--- src/rtl/pixel_stream_packer_pkg.sv ---
// Shared types for the shade-stream packer: beat layout, FSM states and a saturating helper.
// COLOR_WIDTH sets the default shade width when the including build does not define it.
`ifndef COLOR_WIDTH
`define COLOR_WIDTH 24
`endif

package pixel_stream_packer_pkg;

  localparam int PIX_W_DEF      = `COLOR_WIDTH;
  localparam int FIFO_DEPTH_DEF = 16;
  localparam int TDATA_W_DEF    = 32;

  typedef logic [PIX_W_DEF-1:0] pixel_t;

  typedef struct packed {
    logic   sof;
    logic   eol;
    pixel_t pixel;
  } pix_beat_t;

  typedef enum logic [1:0] {
    WAIT_SOF = 2'd0,
    STREAM   = 2'd1,
    DROP     = 2'd2
  } packer_state_t;

  function automatic logic [15:0] sat_inc16(input logic [15:0] v);
    return (v == 16'hFFFF) ? v : v + 16'd1;
  endfunction

endpackage

--- src/rtl/pixel_stream_packer_sync_fifo.sv ---
// First-word-fall-through synchronous FIFO; pointers carry an extra wrap bit to tell full from empty.
// Writes are refused while full even if a read happens in the same cycle.
module sync_fifo #(
  parameter int WIDTH = 26,
  parameter int DEPTH = 16
) (
  input  logic             clk,
  input  logic             rst,
  input  logic             wr_en,
  input  logic [WIDTH-1:0] wr_data,
  input  logic             rd_en,
  output logic [WIDTH-1:0] rd_data,
  output logic             full,
  output logic             empty
);

  localparam int AW = $clog2(DEPTH);
  localparam logic [AW:0] PTR_ONE = {{AW{1'b0}}, 1'b1};

  logic [WIDTH-1:0] mem [DEPTH];
  logic [AW:0]      wr_ptr;
  logic [AW:0]      rd_ptr;
  logic             do_wr;
  logic             do_rd;

  assign empty = (wr_ptr == rd_ptr);
  assign full  = (wr_ptr[AW] != rd_ptr[AW]) && (wr_ptr[AW-1:0] == rd_ptr[AW-1:0]);
  assign do_wr = wr_en && !full;
  assign do_rd = rd_en && !empty;

  always_ff @(posedge clk) begin
    if (rst) begin
      wr_ptr <= '0;
      rd_ptr <= '0;
    end else begin
      if (do_wr) wr_ptr <= wr_ptr + PTR_ONE;
      if (do_rd) rd_ptr <= rd_ptr + PTR_ONE;
    end
  end

  // Storage is not reset; the head is only meaningful while !empty.
  always_ff @(posedge clk) begin
    if (do_wr) mem[wr_ptr[AW-1:0]] <= wr_data;
  end

  assign rd_data = mem[rd_ptr[AW-1:0]];

endmodule

--- src/rtl/pixel_stream_packer.sv ---
// Buffers the non-stallable shade stream and presents it as an AXI4-Stream video master.
// Optional frame/drop statistics ports are built when PACKER_STATS_EN is defined.
module pixel_stream_packer
  import pixel_stream_packer_pkg::*;
#(
  parameter int PIX_W      = PIX_W_DEF,
  parameter int FIFO_DEPTH = FIFO_DEPTH_DEF,
  parameter int TDATA_W    = TDATA_W_DEF
) (
  input  logic               clk,
  input  logic               rst,
  input  logic [PIX_W-1:0]   shade_in,
  input  logic               valid_in,
  input  logic               sof_in,
  input  logic               eol_in,
  output logic               ready_out,
  input  logic               overflow_clr,
  output logic               overflow,
  output logic [TDATA_W-1:0] m_axis_tdata,
  output logic               m_axis_tvalid,
  input  logic               m_axis_tready,
  output logic               m_axis_tuser,
  output logic               m_axis_tlast,
  output packer_state_t      state_dbg
`ifdef PACKER_STATS_EN
  ,
  output logic [31:0]        frame_count,
  output logic [15:0]        drop_count
`endif
);

  typedef struct packed {
    logic             sof;
    logic             eol;
    logic [PIX_W-1:0] pixel;
  } beat_t;

  packer_state_t state, state_nxt;
  beat_t         wr_beat, rd_beat;
  logic          fifo_wr, fifo_full, fifo_empty;
  logic          beat_drop, ovf_set, pop;

  assign wr_beat = '{sof: sof_in, eol: eol_in, pixel: shade_in};

  sync_fifo #(
    .WIDTH ($bits(beat_t)),
    .DEPTH (FIFO_DEPTH)
  ) u_fifo (
    .clk     (clk),
    .rst     (rst),
    .wr_en   (fifo_wr),
    .wr_data (wr_beat),
    .rd_en   (pop),
    .rd_data (rd_beat),
    .full    (fifo_full),
    .empty   (fifo_empty)
  );

  always_ff @(posedge clk) begin
    if (rst) state <= WAIT_SOF;
    else     state <= state_nxt;
  end

  always_comb begin
    state_nxt = state;
    fifo_wr   = 1'b0;
    beat_drop = 1'b0;
    ovf_set   = 1'b0;
    case (state)
      WAIT_SOF: begin
        if (valid_in && sof_in) begin
          fifo_wr   = 1'b1;
          state_nxt = STREAM;
        end
      end
      STREAM: begin
        if (valid_in) begin
          if (fifo_full) begin
            beat_drop = 1'b1;
            ovf_set   = 1'b1;
            state_nxt = DROP;
          end else begin
            fifo_wr = 1'b1;
          end
        end
      end
      DROP: begin
        // Only a frame start that fits re-enters the stream; everything else is lost.
        if (valid_in) begin
          if (sof_in && !fifo_full) begin
            fifo_wr   = 1'b1;
            state_nxt = STREAM;
          end else begin
            beat_drop = 1'b1;
          end
        end
      end
      default: state_nxt = WAIT_SOF;
    endcase
  end

  always_ff @(posedge clk) begin
    if (rst)               overflow <= 1'b0;
    else if (ovf_set)      overflow <= 1'b1;
    else if (overflow_clr) overflow <= 1'b0;
  end

  // AXIS valid/ready: a beat transfers on a cycle with tvalid && tready; tvalid only falls after
  // a transfer and the head entry does not move until then, so payload holds while stalled.
  assign m_axis_tvalid = !fifo_empty;
  assign pop           = m_axis_tvalid && m_axis_tready;
  assign m_axis_tdata  = m_axis_tvalid ? TDATA_W'(rd_beat.pixel) : '0;
  assign m_axis_tuser  = m_axis_tvalid && rd_beat.sof;
  assign m_axis_tlast  = m_axis_tvalid && rd_beat.eol;
  assign ready_out     = !fifo_full;
  assign state_dbg     = state;

`ifdef PACKER_STATS_EN
  always_ff @(posedge clk) begin
    if (rst) begin
      frame_count <= '0;
      drop_count  <= '0;
    end else begin
      if (pop && m_axis_tuser) frame_count <= frame_count + 32'd1;
      if (beat_drop)           drop_count  <= sat_inc16(drop_count);
    end
  end
`endif

endmodule

--- config.mk ---
export PLATFORM = sky130hd
export DESIGN_NAME = pixel_stream_packer
export DESIGN_NICKNAME = d
export VERILOG_FILES = /design/src/rtl/pixel_stream_packer_pkg.sv /design/src/rtl/pixel_stream_packer_sync_fifo.sv /design/src/rtl/pixel_stream_packer.sv
export SDC_FILE = /design/constraint.sdc
export NUM_CORES = 1
export LEC_CHECK = 0
export BUFFER_PORTS_ARGS = -buffer_cell sky130_fd_sc_hd__clkbuf_2
export CAP_MARGIN = 10
export CORE_MARGIN = 5
export CORE_UTILIZATION = 50
export DETAILED_ROUTE_END_ITERATION = 10
export HOLD_SLACK_MARGIN = 0.12
export MAX_ROUTING_LAYER = met4
export PLACE_DENSITY = 0.67
export SYNTH_ARGS = -nofsm -noshare
export SYNTH_HDL_FRONTEND = slang
export SYNTH_SLANG_ARGS = --single-unit
--- constraint.sdc ---
create_clock -name clk -period 4.9 [get_ports clk]
set_input_delay 0.735 -clock clk [delete_from_list [all_inputs] [get_ports clk]]
set_output_delay 0.735 -clock clk [all_outputs]
set_load 0.01 [all_outputs]
## Yosys cells after proc, flatten, opt, wreduce, memory -nomap -nowiden

Memory sizes are Yosys's and may differ from the RTL's. A register that Yosys moved wholly into a read port is not among the register bits.
Cells that the tools add are included.

| storage, ports and cells | value |
|---|---|
| flip-flop bits (word level) | 13 |
| memory bits (writable) | 416 |
| word-level logic and storage cells | 52 |
| memories kept | 1 |

Memory list:

| name | depth | width | read ports | clocked after memory_dff | wr ports | RTL line | text |
|---|---|---|---|---|---|---|---|
| u_fifo.mem | 16 | 26 | 1 | 1 | 1 | pixel_stream_packer_sync_fifo.sv:20 | `logic [WIDTH-1:0] mem [DEPTH];` |

| cells by class | value |
|---|---|
| add/sub/neg operators | 2 |
| equal/unequal tests | 10 |
| multiplexer cells | 22 |
| reductions and logical operators | 13 |

Operators with widths:

| cell | number |
|---|---|
| two-way mux 24 bit | 1 |
| two-way mux 1 bit | 12 |
| adder 5 x 1 -> 5 bit (second input constant) | 2 |
| two-way mux 2 bit | 5 |
| logical AND 1 bit | 8 |
| two-way mux 4 bit | 2 |
| != test 2 bit (second input constant) | 4 |
| case mux 2 bit (3 select lines) | 1 |
| == test 5 bit | 1 |
| AND reduction 5 bit | 1 |
| == test 4 bit | 1 |
| case mux 1 bit (3 select lines) | 1 |
| == test 2 x 1 -> 1 bit (second input constant) | 1 |
| == test 2 bit (second input constant) | 1 |
| logical NOT 1 bit | 2 |
| logical NOT 2 bit | 1 |
| != test 2 x 1 -> 1 bit (second input constant) | 1 |
| nonzero test 2 bit | 1 |
| != test 1 bit | 1 |

## Depth between registers and ports, before layout

Gate-level depths: netlist of the first run.

| depth | value |
|---|---|
| word-level depth | 10 |
| mapped depth | 7 |
| gate-level depth less buffers | 7 |

## Cells and area by module

A second synthesis of the first run with hierarchy kept.

| unflattened totals | value |
|---|---|
| cell total of the unflattened synthesis | 750 |
| area total of the unflattened synthesis | 17010.1 sq um |

Modules (own cells, without submodules):

| module | times used | cells each | area an instance (sq um) |
|---|---|---|---|
| sync_fifo | 1 | 678 | 16492.1 |
| pixel_stream_packer | 1 | 72 | 518.0 |

## Least setup slack after synthesis of the first run

Ideal clock, no wire load.

| timing path | value |
|---|---|
| path kind | input -> register |
| from | input port sof_in |
| to | memory u_fifo.mem[0][0] (enable) |
| setup time | 0.442 ns |
| arrival time | 3.385 ns |
| data required time | 4.458 ns |
| slack | 1.073 ns |
| stages | 5 |
| path buffers | 0 |
| cells stage by stage | nand2b_1 > a22oi_1 > a2111oi_4 > nand2_1 > nor3_1 |

| on the way | value |
|---|---|
| cells in the longest elaborated chain, start to end | 7 |
| elaborated cells between the ends (all ways) | 9 |
| those cells by class | mux (6); reduce/logical (3) |

Ends and longest elaborated chain:

| element | RTL line | text |
|---|---|---|
| start, declared | pixel_stream_packer.sv:14 | `input logic sof_in,` |
| logical AND 1 bit | pixel_stream_packer.sv:90 | `if (sof_in && !fifo_full) begin` |
| two-way mux 1 bit | pixel_stream_packer.sv:90 |  |
| two-way mux 1 bit | pixel_stream_packer.sv:89 | `if (valid_in) begin` |
| case mux 1 bit (3 select lines) (*) | pixel_stream_packer.sv:69 | `case (state)` |
| logical AND 1 bit (*) | pixel_stream_packer_sync_fifo.sv:28 | `assign do_wr = wr_en && !full;` |
| two-way mux 1 bit (*) | pixel_stream_packer_sync_fifo.sv:43 | `if (do_wr) mem[wr_ptr[AW-1:0]] <= wr_data;` |
| two-way mux 1 bit (not written as such) (*) | pixel_stream_packer_sync_fifo.sv:43 |  |
| end, declared | pixel_stream_packer_sync_fifo.sv:20 |  |

Every way passes the cells marked *; elsewhere a longest branch is shown, timed or not.

==> results.md, run 1 <==
* DIE WIDTH at 194 um
* Share of post-route cells with drive strength above 1 at 0.296
* Synth Flop Type: edfxtp_1
* Worst-Skew Late Latency at 540 ps
* Vias in the first global route at 8216
* Final setup TNS at 0 ps
* Share of the synthesized area in the top cell type at 0.738
* Vias at 7744
* Synthesized flop and latch total at 433
* Mapped cell area at approximately 17000 sq um
* First-pass GRT wire length at 49.1 mm
* Complex-gate fraction of the synthesized area at 0.0308
* Resized Gates After CTS at 0
* CP required at 4160 ps
* Die Footprint at roughly 38000 sq um
* RSZ-0062 raised after global routing: false
* Drt first-iter violations at 557
* Storage element area at 12800 sq um
* Mapped Avg Cell Area at 21.3 sq um
* Initial antenna violation count at 1
* WP buf/inv at 2
* Sequential area share after synthesis at 0.758
* Layout overhead on the synthesized area at 13.9%
* Filler Cell Count at 2451
* CP cell instances: buf_4, mux4_2, nor2b_1, a211oi_1, a211oi_1, clkbuf_2
* Worst Tran Pin Value at 1070 ps
* Nets@finish at 910
* Crit. End Element: primary output
* Post-synth top area cell: edfxtp_1
* Die Y at 194 um
* Most frequent CP cell: a211oi_1
* Setup CP Type: flip-flop to primary output
* Post-synthesis mux area share at 0.156
* CTS Buf Count at 43
* Final Util at 0.576
* Final Hold Viols at 0
* EDFF count, synth at approximately 420
* Synth Area in Adders at 0.00666
* Pin count of the biggest net entering global routing at slightly above 60
* I/O Pins at 70
* Post-Route WL at 31.2 mm
* Pleak at just under 6 nW
* HP Class: input pin to flip-flop
* Clk sinks at 433
* Max stage delay on crit path at 710 ps
* CTS tree: built
* Clock root buffer: clkbuf_16
* DR DRC count at 0
* Fmax at 259 MHz
* Clock transition at path regs at 60 ps
* Core region area at 33400 sq um
* Routed vias/inst at about 5.7
* Rows at 67
* Total grt overflow at 0
* Status: finished, final reports clean
* Worst r2r src: u_fifo.wr_ptr[2]
* Multi-input logic area at 3940 sq um
* Worst slew margin at 0.285
* Number of port buffers at 61
* Largest cells by area after synthesis: edfxtp_1, mux4_2, a211oi_1
* WP data arrival at 3130 ps
* Max Cap Viol at 0
* Final Max Tran Viols at 0
* CP Launch Type: flip-flop
* Cell variety after synth at 36
* Clock Skew at 18.0 ps
* DRT antenna net count at 0
* Async set-reset flop share out of synthesis at 0
* R2R cell count at 5
* Synth Area in Simple Gates at 0.0237
* Crit path time final at 3870 ps
* Power per cell area at between 500 and 600 nW/um^2
* Drt pass-1 iters at 7
* Yosys warnings at 0
* XOR/XNOR Fraction of Synth Area at 0.00673
* H-tree Lvls at 2
* Largest family of logic cells by synthesized area: multiplexers
* Final period utilization at 0.789
* Wirelength per Cell at 23.1 um
* DP HPWL at around 18 mm
* Max IR drop VDD at 283 uV
* Global-route usage over all layers at 0.174
* Hold-fix buffers at CTS at 0
* GPL Wtd Cong at 0.730
* Worst reg2reg endpoint: u_fifo.mem[14][14]
* Hold depth at 3
* Critical-path maximum fanout at 26
* Initial core utilization at 0.506
* Crit-path leading delay family: flip-flops
* Cell count after synthesis at 795
* Final setup violation count at 0
* Endpoint of the worst hold path: overflow
* Max Buffers Root-to-Sink at 3
* # Post-CTS Setup Buffers at 0
* Crit-path slowest cell: dfxtp_4
* R2R setup slack at between 1500 and 2000 ps
* Min-delay src: overflow_clr
-- registers in the layout (all words and copies together), names as in the netlist, named ones only --
name	count
u_fifo.wr_ptr	5
u_fifo.mem	416
overflow	1
u_fifo.rd_ptr	5
state_dbg	2
-- cell type report --
type                    count  share of cell area
flip-flops and latches    433               0.666
multi-input cells         309               0.204
clock buffers              49              0.0597
well taps                 448              0.0291
repair buffers             75              0.0232
clock inverters            28              0.0158
inverters                   8             0.00156
diodes                      1            0.000130
-- how the worst max path moves through the flow --
stage	from	endpoint	cells past startpoint
after global routing	flip-flop	m_axis_tdata[0]	6
after CTS	flip-flop	m_axis_tdata[0]	6
after global placement	sof_in	u_fifo.mem[10][11]	6
after floorplan	sof_in	u_fifo.mem[0][0]	5
final	flip-flop	m_axis_tdata[0]	6
after detailed placement	sof_in	u_fifo.mem[10][10]	6
-- stage by stage --
step	setup slack (ps)	hold WS (ps)	power [mW]	instance area, sq um	cells
2_1_floorplan	1070	483	5.81	16900	802
3_3_place_gp	1430	460	6.43	17800	1273
3_5_place_dp	1350	461	6.46	17800	1273
4_1_cts	963	438	9.78	19300	1350
5_1_grt	806	450	10.1	19300	1351
6_report	1030	454	9.65	19300	1351
-- kinds of logic after synthesis --
| group | after synthesis |
|---|---|
| flip-flops | 433 |
| buffers and inverters | 60 |
| adder cells (fa/ha/maj) | 9 |
| XOR/XNOR | 13 |
| AO/OA/AOI/OAI | 68 |
| multiplexers | 133 |
| AND/OR/NAND/NOR | 78 |
| other | 1 |
-- power breakdown --
part	switching, mW	internal [mW]	leakage, nW
combinational	1.05	0.911	1.35
clock	1.33	2.01	0.719
sequential	0.132	4.22	3.89
-- Yosys cell counts (8+ instances only) --
cell,number
nor2_1,26
mux4_2,104
dfxtp_1,17
buf_2,15
edfxtp_1,416
inv_1,8
mux2i_1,28
nor2b_1,27
ha_1,9
buf_4,13
a211oi_1,54
clkbuf_1,16
xnor2_1,8
-- cells in the final DEF (no fill, tap or decap), types with 2 or more instances in the layout --
cell / instances
edfxtp_1: 416
mux4_2: 104
clkbuf_2: 61
a211oi_1: 53
clkbuf_16: 45
mux2i_1: 28
nor2b_1: 27
nor2_1: 14
dfxtp_1: 13
nor2_4: 12
buf_4: 11
ha_1: 9
clkinv_1: 9
inv_1: 8
xnor2_1: 8
conb_1: 8
nand2_1: 7
clkinv_2: 7
bufinv_16: 6
xor2_1: 5
a21oi_1: 5
nand2b_1: 4
nor3_2: 4
clkinv_4: 4
nand4_1: 3
dfxtp_4: 3
clkbuf_1: 3
buf_12: 3
or3_1: 2
o211ai_1: 2
-- routing by layer --
metal  vias up  global-route usage  wire, um
met5         -                   -         0
met4         0              0.0461       694
met3        51              0.0268      1220
met2       165               0.281     15800
met1      4077               0.237     13500
li1       3451                   -         -
-- worst register-to-register path, cell delays in order (launching register included) --
cell       delay, ps
dfxtp_1          610
xnor2_1          150
and4_1           330
a2111oi_4        550
nand2_1          310
nor2_4           870
No activity file was read; power rests on OpenSTA's default activity.
==> run 2, diff against run 1 <==
- PLACE_DENSITY: 0.67 -> 0.69
- clock period: 4.9 -> 3.15 ns (I/O delays scaled with it)
==> run 2 against run 1 <==
  * Sequential share of layout area is 1.4 points lower
  * Flip-flop and latch count is the same
  * Clock skew down 4.4 ps
  * Largest power group unchanged
  * Routed wire length increased by 7.1%
  * Critical endpoint is now m_axis_tdata[4]
  * Critical path type unchanged
==> results.md, run 2 (synthesis gave the netlist of run 1 again) <==
* Status: finished, final reports clean
* Nets@finish at 948
* Fmax at between 300 and 400 MHz
* Global-route usage over all layers at 0.183
* Min-delay src: overflow_clr
* Highest-count cells in the layout ignoring fill and taps: edfxtp_1, mux4_2, clkbuf_2, a211oi_1, clkbuf_16
* Power per cell area at around 760 nW/um^2
* DR DRC count at 0
* GPL Wtd Cong at 0.763
* First-pass GRT wire length at around 50 mm
* Die Footprint at 37600 sq um
* R2R cell count at 6
* Clock transition at path regs at roughly 60 ps
* Initial core utilization at 0.506
* Clock root buffer: clkbuf_16
* HP Class: input pin to flip-flop
* DP Worst Slack at 549 ps
* I/O Pins at 70
* Commonest non-fill, non-tap cell in the layout: edfxtp_1
* CP Capture Point: m_axis_tdata[4]
* Worst slew margin at 0.535
* Vias at 7983
* Initial antenna violation count at 0
* H-tree Lvls at 2
* Clock Skew at 13.5 ps
* CP Launch Type: flip-flop
* CP required at about 2700 ps
* Worst-Skew Late Latency at about 550 ps
* Antenna cells at 0
* Die Y at 194 um
* Crit. End Element: primary output
* Design Power at ~15 mW
* Post-Route WL at 33.4 mm
* Pleak at 6.15 nW
* Worst reg2reg endpoint: u_fifo.mem[0][14]
* Crit path time final at 3020 ps
* WP data arrival at 2550 ps
* Final setup violation count at 0
* Final Hold Viols at 0
* Final period utilization at 0.959
* Worst r2r src: u_fifo.rd_ptr[2]
* Rows at 67
* Total grt overflow at 0
* DIE WIDTH at 194 um
* R2R setup slack at 550 ps
* Final worst setup slack at 128 ps
* Critical-path maximum fanout at 10
* Routed vias/inst at 5.75
* Filler Cell Count at approximately 2400
* Setup CP Type: flip-flop to primary output
* RSZ-0062 raised after global routing: false
* Number of port buffers at 61
* Final Max Tran Viols at 0
* Number of flip-flops in the largest register at around 420
* Drt first-iter violations at 540
* Pin count of the biggest net entering global routing at 42
* Share of post-route cells with drive strength above 1 at 0.319
* Vias in the first global route at between 8000 and 9000
* DP HPWL at approximately 19 mm
* Core region area at 33400 sq um
* Drt pass-1 iters at 5
* Max Buffers Root-to-Sink at 3
* DRT antenna net count at 0
* Max Cap Viol at 0
* Max IR drop VDD at 450 uV
* Clk sinks at 433
* CTS Buf Count at 44
* Layout overhead on the synthesized area at 16.3%
* CTS tree: built
* Wirelength per Cell at approximately 24 um
* Worst Tran Pin Value at 697 ps
run 2: changes by cell type in the layout (fill, tap and decap cells not counted), moves of 4 or more:
cell / delta
clkinv_1: +4
buf_4: +21
a211oi_2: +5
clkinv_4: -4
buf_12: +13
clkbuf_1: +7
a211oi_1: -5
run 2: worst min-delay path by stage:
stage,endpoint,slack (ps),cells after the start
2_1_floorplan,overflow,480,2
3_3_place_gp,overflow,470,2
3_5_place_dp,overflow,470,2
4_1_cts,overflow,180,3
5_1_grt,overflow,200,3
6_report,overflow,190,3
run 2: layer usage:
metal	up-vias	track usage	part of all wire
met5	-	-	0
met4	0	0.0404	0.015
met3	41	0.0257	0.044
met2	217	0.292	0.50
met1	4209	0.256	0.44
li1	3516	-	-
run 2: what timing repair did:
item                       CTS  global route
setup endpoints to repair    3            17
pin swaps                    0             0
setup buffers                0             4
cloned                       0             1
resized for setup            1             6
hold buffers                 0             0
run 2: worst max-delay path, stage by stage (launching register included):
cell and delay [ps]:
dfxtp_4 450, buf_4 180, clkbuf_16 180, mux4_2 500
a211oi_1 430, a211oi_1 110, clkbuf_2 150
run 2: layout make-up:
cell class | instances | area [sq um] | area share
sequential | 433 | 12800 | 0.653
multi-input combinational | 309 | 3960 | 0.201
clock buffer | 55 | 1160 | 0.0591
timing repair buffer | 112 | 930 | 0.0472
tap | 448 | 561 | 0.0285
clock inverter | 24 | 193 | 0.00979
inverter | 8 | 30.0 | 0.00153
run 2: metrics by stage:
step	util	instances	hold slack, ps	area, sq um	TNS, ps
global placement	0.545	1305	466	18200	0
detailed placement	0.545	1305	468	18200	0
global route	0.588	1389	200	19700	0
CTS	0.586	1384	176	19600	-7.47
floorplan	-	802	483	16900	-72910
finish	0.588	1389	194	19700	0
run 2: power by group:
group / leakage, nW / switching (mW) / total, mW / internal, mW
sequential: 3.89 / 0.133 / 6.70 / 6.57
combinational: 1.61 / 1.81 / 3.44 / 1.63
clock: 0.659 / 2.03 / 4.89 / 2.86
total: 6.15 / 3.97 / 15.0 / 11.1
==> run 3, diff against run 2 <==
- SETUP_SLACK_MARGIN: default -> 0.15
==> run 3 against run 2 <==
  * Utilization up 0.52 points
  * Combinational power up 11%
  * Power up 2.0%
  * Sequential share of layout area down 0.57 points
  * Clock-buffer cell count up 5
  * Fmax up 2.8%
  * Cell count up 0.72%
  * Critical path type unchanged
  * Largest cell class unchanged
==> results.md, run 3 (synthesis gave the netlist of run 1 again) <==
* Crit-path leading delay family: multiplexers
* Commonest non-fill, non-tap cell in the layout: edfxtp_1
* First-pass GRT wire length at 51.2 mm
* Antenna cells at 0
* Clock transition at path regs at 60 ps
* Hold slack final at between 200 and 250 ps
* Status: finished, final reports clean
* Worst Tran Pin Value at 886 ps
* WP buf/inv at 3
* Wirelength per Cell at 24.5 um
* I/O Pins at 70
* WP data arrival at 2470 ps
* Min-delay src: overflow_clr
* Final setup TNS at 0 ps
* RSZ-0062 raised after global routing: true
* Drt first-iter violations at 608
* Clock Skew at 25.3 ps
* Hold-fix buffers at CTS at 0
* Max IR drop VDD at around 380 uV
* Crit path time final at 2940 ps
* Worst-Skew Late Latency at 540 ps
* Pin count of the biggest net entering global routing at 32
* R2R cell count at 8
* HP Class: input pin to flip-flop
* CTS tree: built
* Crit. End Element: primary output
* DR DRC count at 0
* Number of flip-flops in the largest register at 416
* Worst slew margin at 0.407
* Max stage delay on crit path at 510 ps
* CP Capture Point: m_axis_tdata[17]
* Die Footprint at about 38000 sq um
* DP HPWL at 19.9 mm
* Post-Route WL at between 30 and 40 mm
* Total grt overflow at 0
* CP cell instances: buf_8, buf_16, mux4_2, nor2b_1, a211oi_2, a211oi_1, clkbuf_2
* Initial antenna violation count at 0
* Number of port buffers at 61
* Rows at 67
* Initial core utilization at 0.506
* Final Max Tran Viols at 0
* Highest-count cells in the layout ignoring fill and taps: edfxtp_1, mux4_2, clkbuf_2, clkbuf_16, a211oi_1
* Power per cell area at 772 nW/um^2
* Worst reg2reg endpoint: u_fifo.mem[10][2]
* Dpl cells at 1308
* Crit-path slowest cell: mux4_2
* Routed vias/inst at 5.75
* Vias at 8038
* Final period utilization at 0.934
* Pleak at 6.22 nW
* Global-route usage over all layers at 0.181
* Core region area at 33400 sq um
* Die Y at 194 um
* Clk sinks at between 400 and 500
* CP Launch Type: flip-flop
* Fmax at 340 MHz
* CTS Buf Count at 44
* Drt pass-1 iters at 5
* Critical-path maximum fanout at 7
* H-tree Lvls at 2
* Max Cap Viol at 0
* DRT antenna net count at 0
* Max Buffers Root-to-Sink at 3
* Layout overhead on the synthesized area at 17.4%
* DIE WIDTH at 194 um
* R2R setup slack at 430 ps
* GPL Wtd Cong at 0.760
* Share of post-route cells with drive strength above 1 at 0.335
* Worst r2r src: state_dbg[0]
* Setup CP Type: flip-flop to primary output
* Nets@finish at 959
* CP required at 2680 ps
* Final Hold Viols at 0
* Vias in the first global route at 8449
* Final setup violation count at 0
* Clock root buffer: clkbuf_16
* Worst path depth at 7
* Number of cells in the finished layout apart from fillers at 1399
## run 3: cell count changes in the layout (fill, tap and decap cells not counted), moves of 4 or more
cell      previous run  this run
nor3_2               4         0
buf_4               32        38
nor3_4               0         4
clkbuf_1            10        15
clkinv_1            13         9
a211oi_2             5        13
a211oi_1            48        40
## run 3: report_power, final
part	switching, mW	internal (mW)	total (mW)
Combinational	1.93	1.90	3.82
Clock	2.04	2.76	4.81
Sequential	0.130	6.57	6.70
Total	4.10	11.2	15.3
## run 3: layout make-up
class,count,area [sq um]
inverter,8,30.0
fill,2370,13600
timing repair buffer,122,1060
clock inverter,18,144
clock buffer,60,1170
multi-input combinational,310,4040
tap,448,561
sequential,433,12800
## run 3: through the flow
step                      setup WS, ps  power, mW  cell area [sq um]   util
after CTS                          110       15.3              19700  0.589
after global placement             497       10.1              18200  0.545
final                              209       15.3              19900  0.594
after detailed placement           439       10.2              18200  0.545
after floorplan                   1.31       9.05              17000      -
after global routing               126       16.0              19900  0.594
## run 3: worst min-delay path by stage
stage	endpoint	cells past startpoint	slack, ps
after global routing	overflow	3	220
after floorplan	overflow	2	480
after detailed placement	overflow	2	470
after CTS	overflow	3	200
after global placement	overflow	2	460
final	overflow	3	210
## run 3: timing repair
action / in CTS / in global routing
resized for setup: 10 / 16
buffers inserted: 4 / 5
gates cloned: 2 / 2
pin swaps: 2 / 5
endpoints found under the setup margin: 27 / 26
## run 3: worst min-delay path, stage by stage
cell	delay, ps
clkbuf_2	70
nand2b_1	90
a21oi_1	50
## run 3: per-layer routing
metal / vias to the layer above / GRT usage / part of all wire
met1: 4238 / 0.246 / 0.42
li1: 3532 / - / -
met4: 0 / 0.0466 / 0.019
met2: 214 / 0.294 / 0.51
met3: 54 / 0.0264 / 0.053
met5: - / - / 0
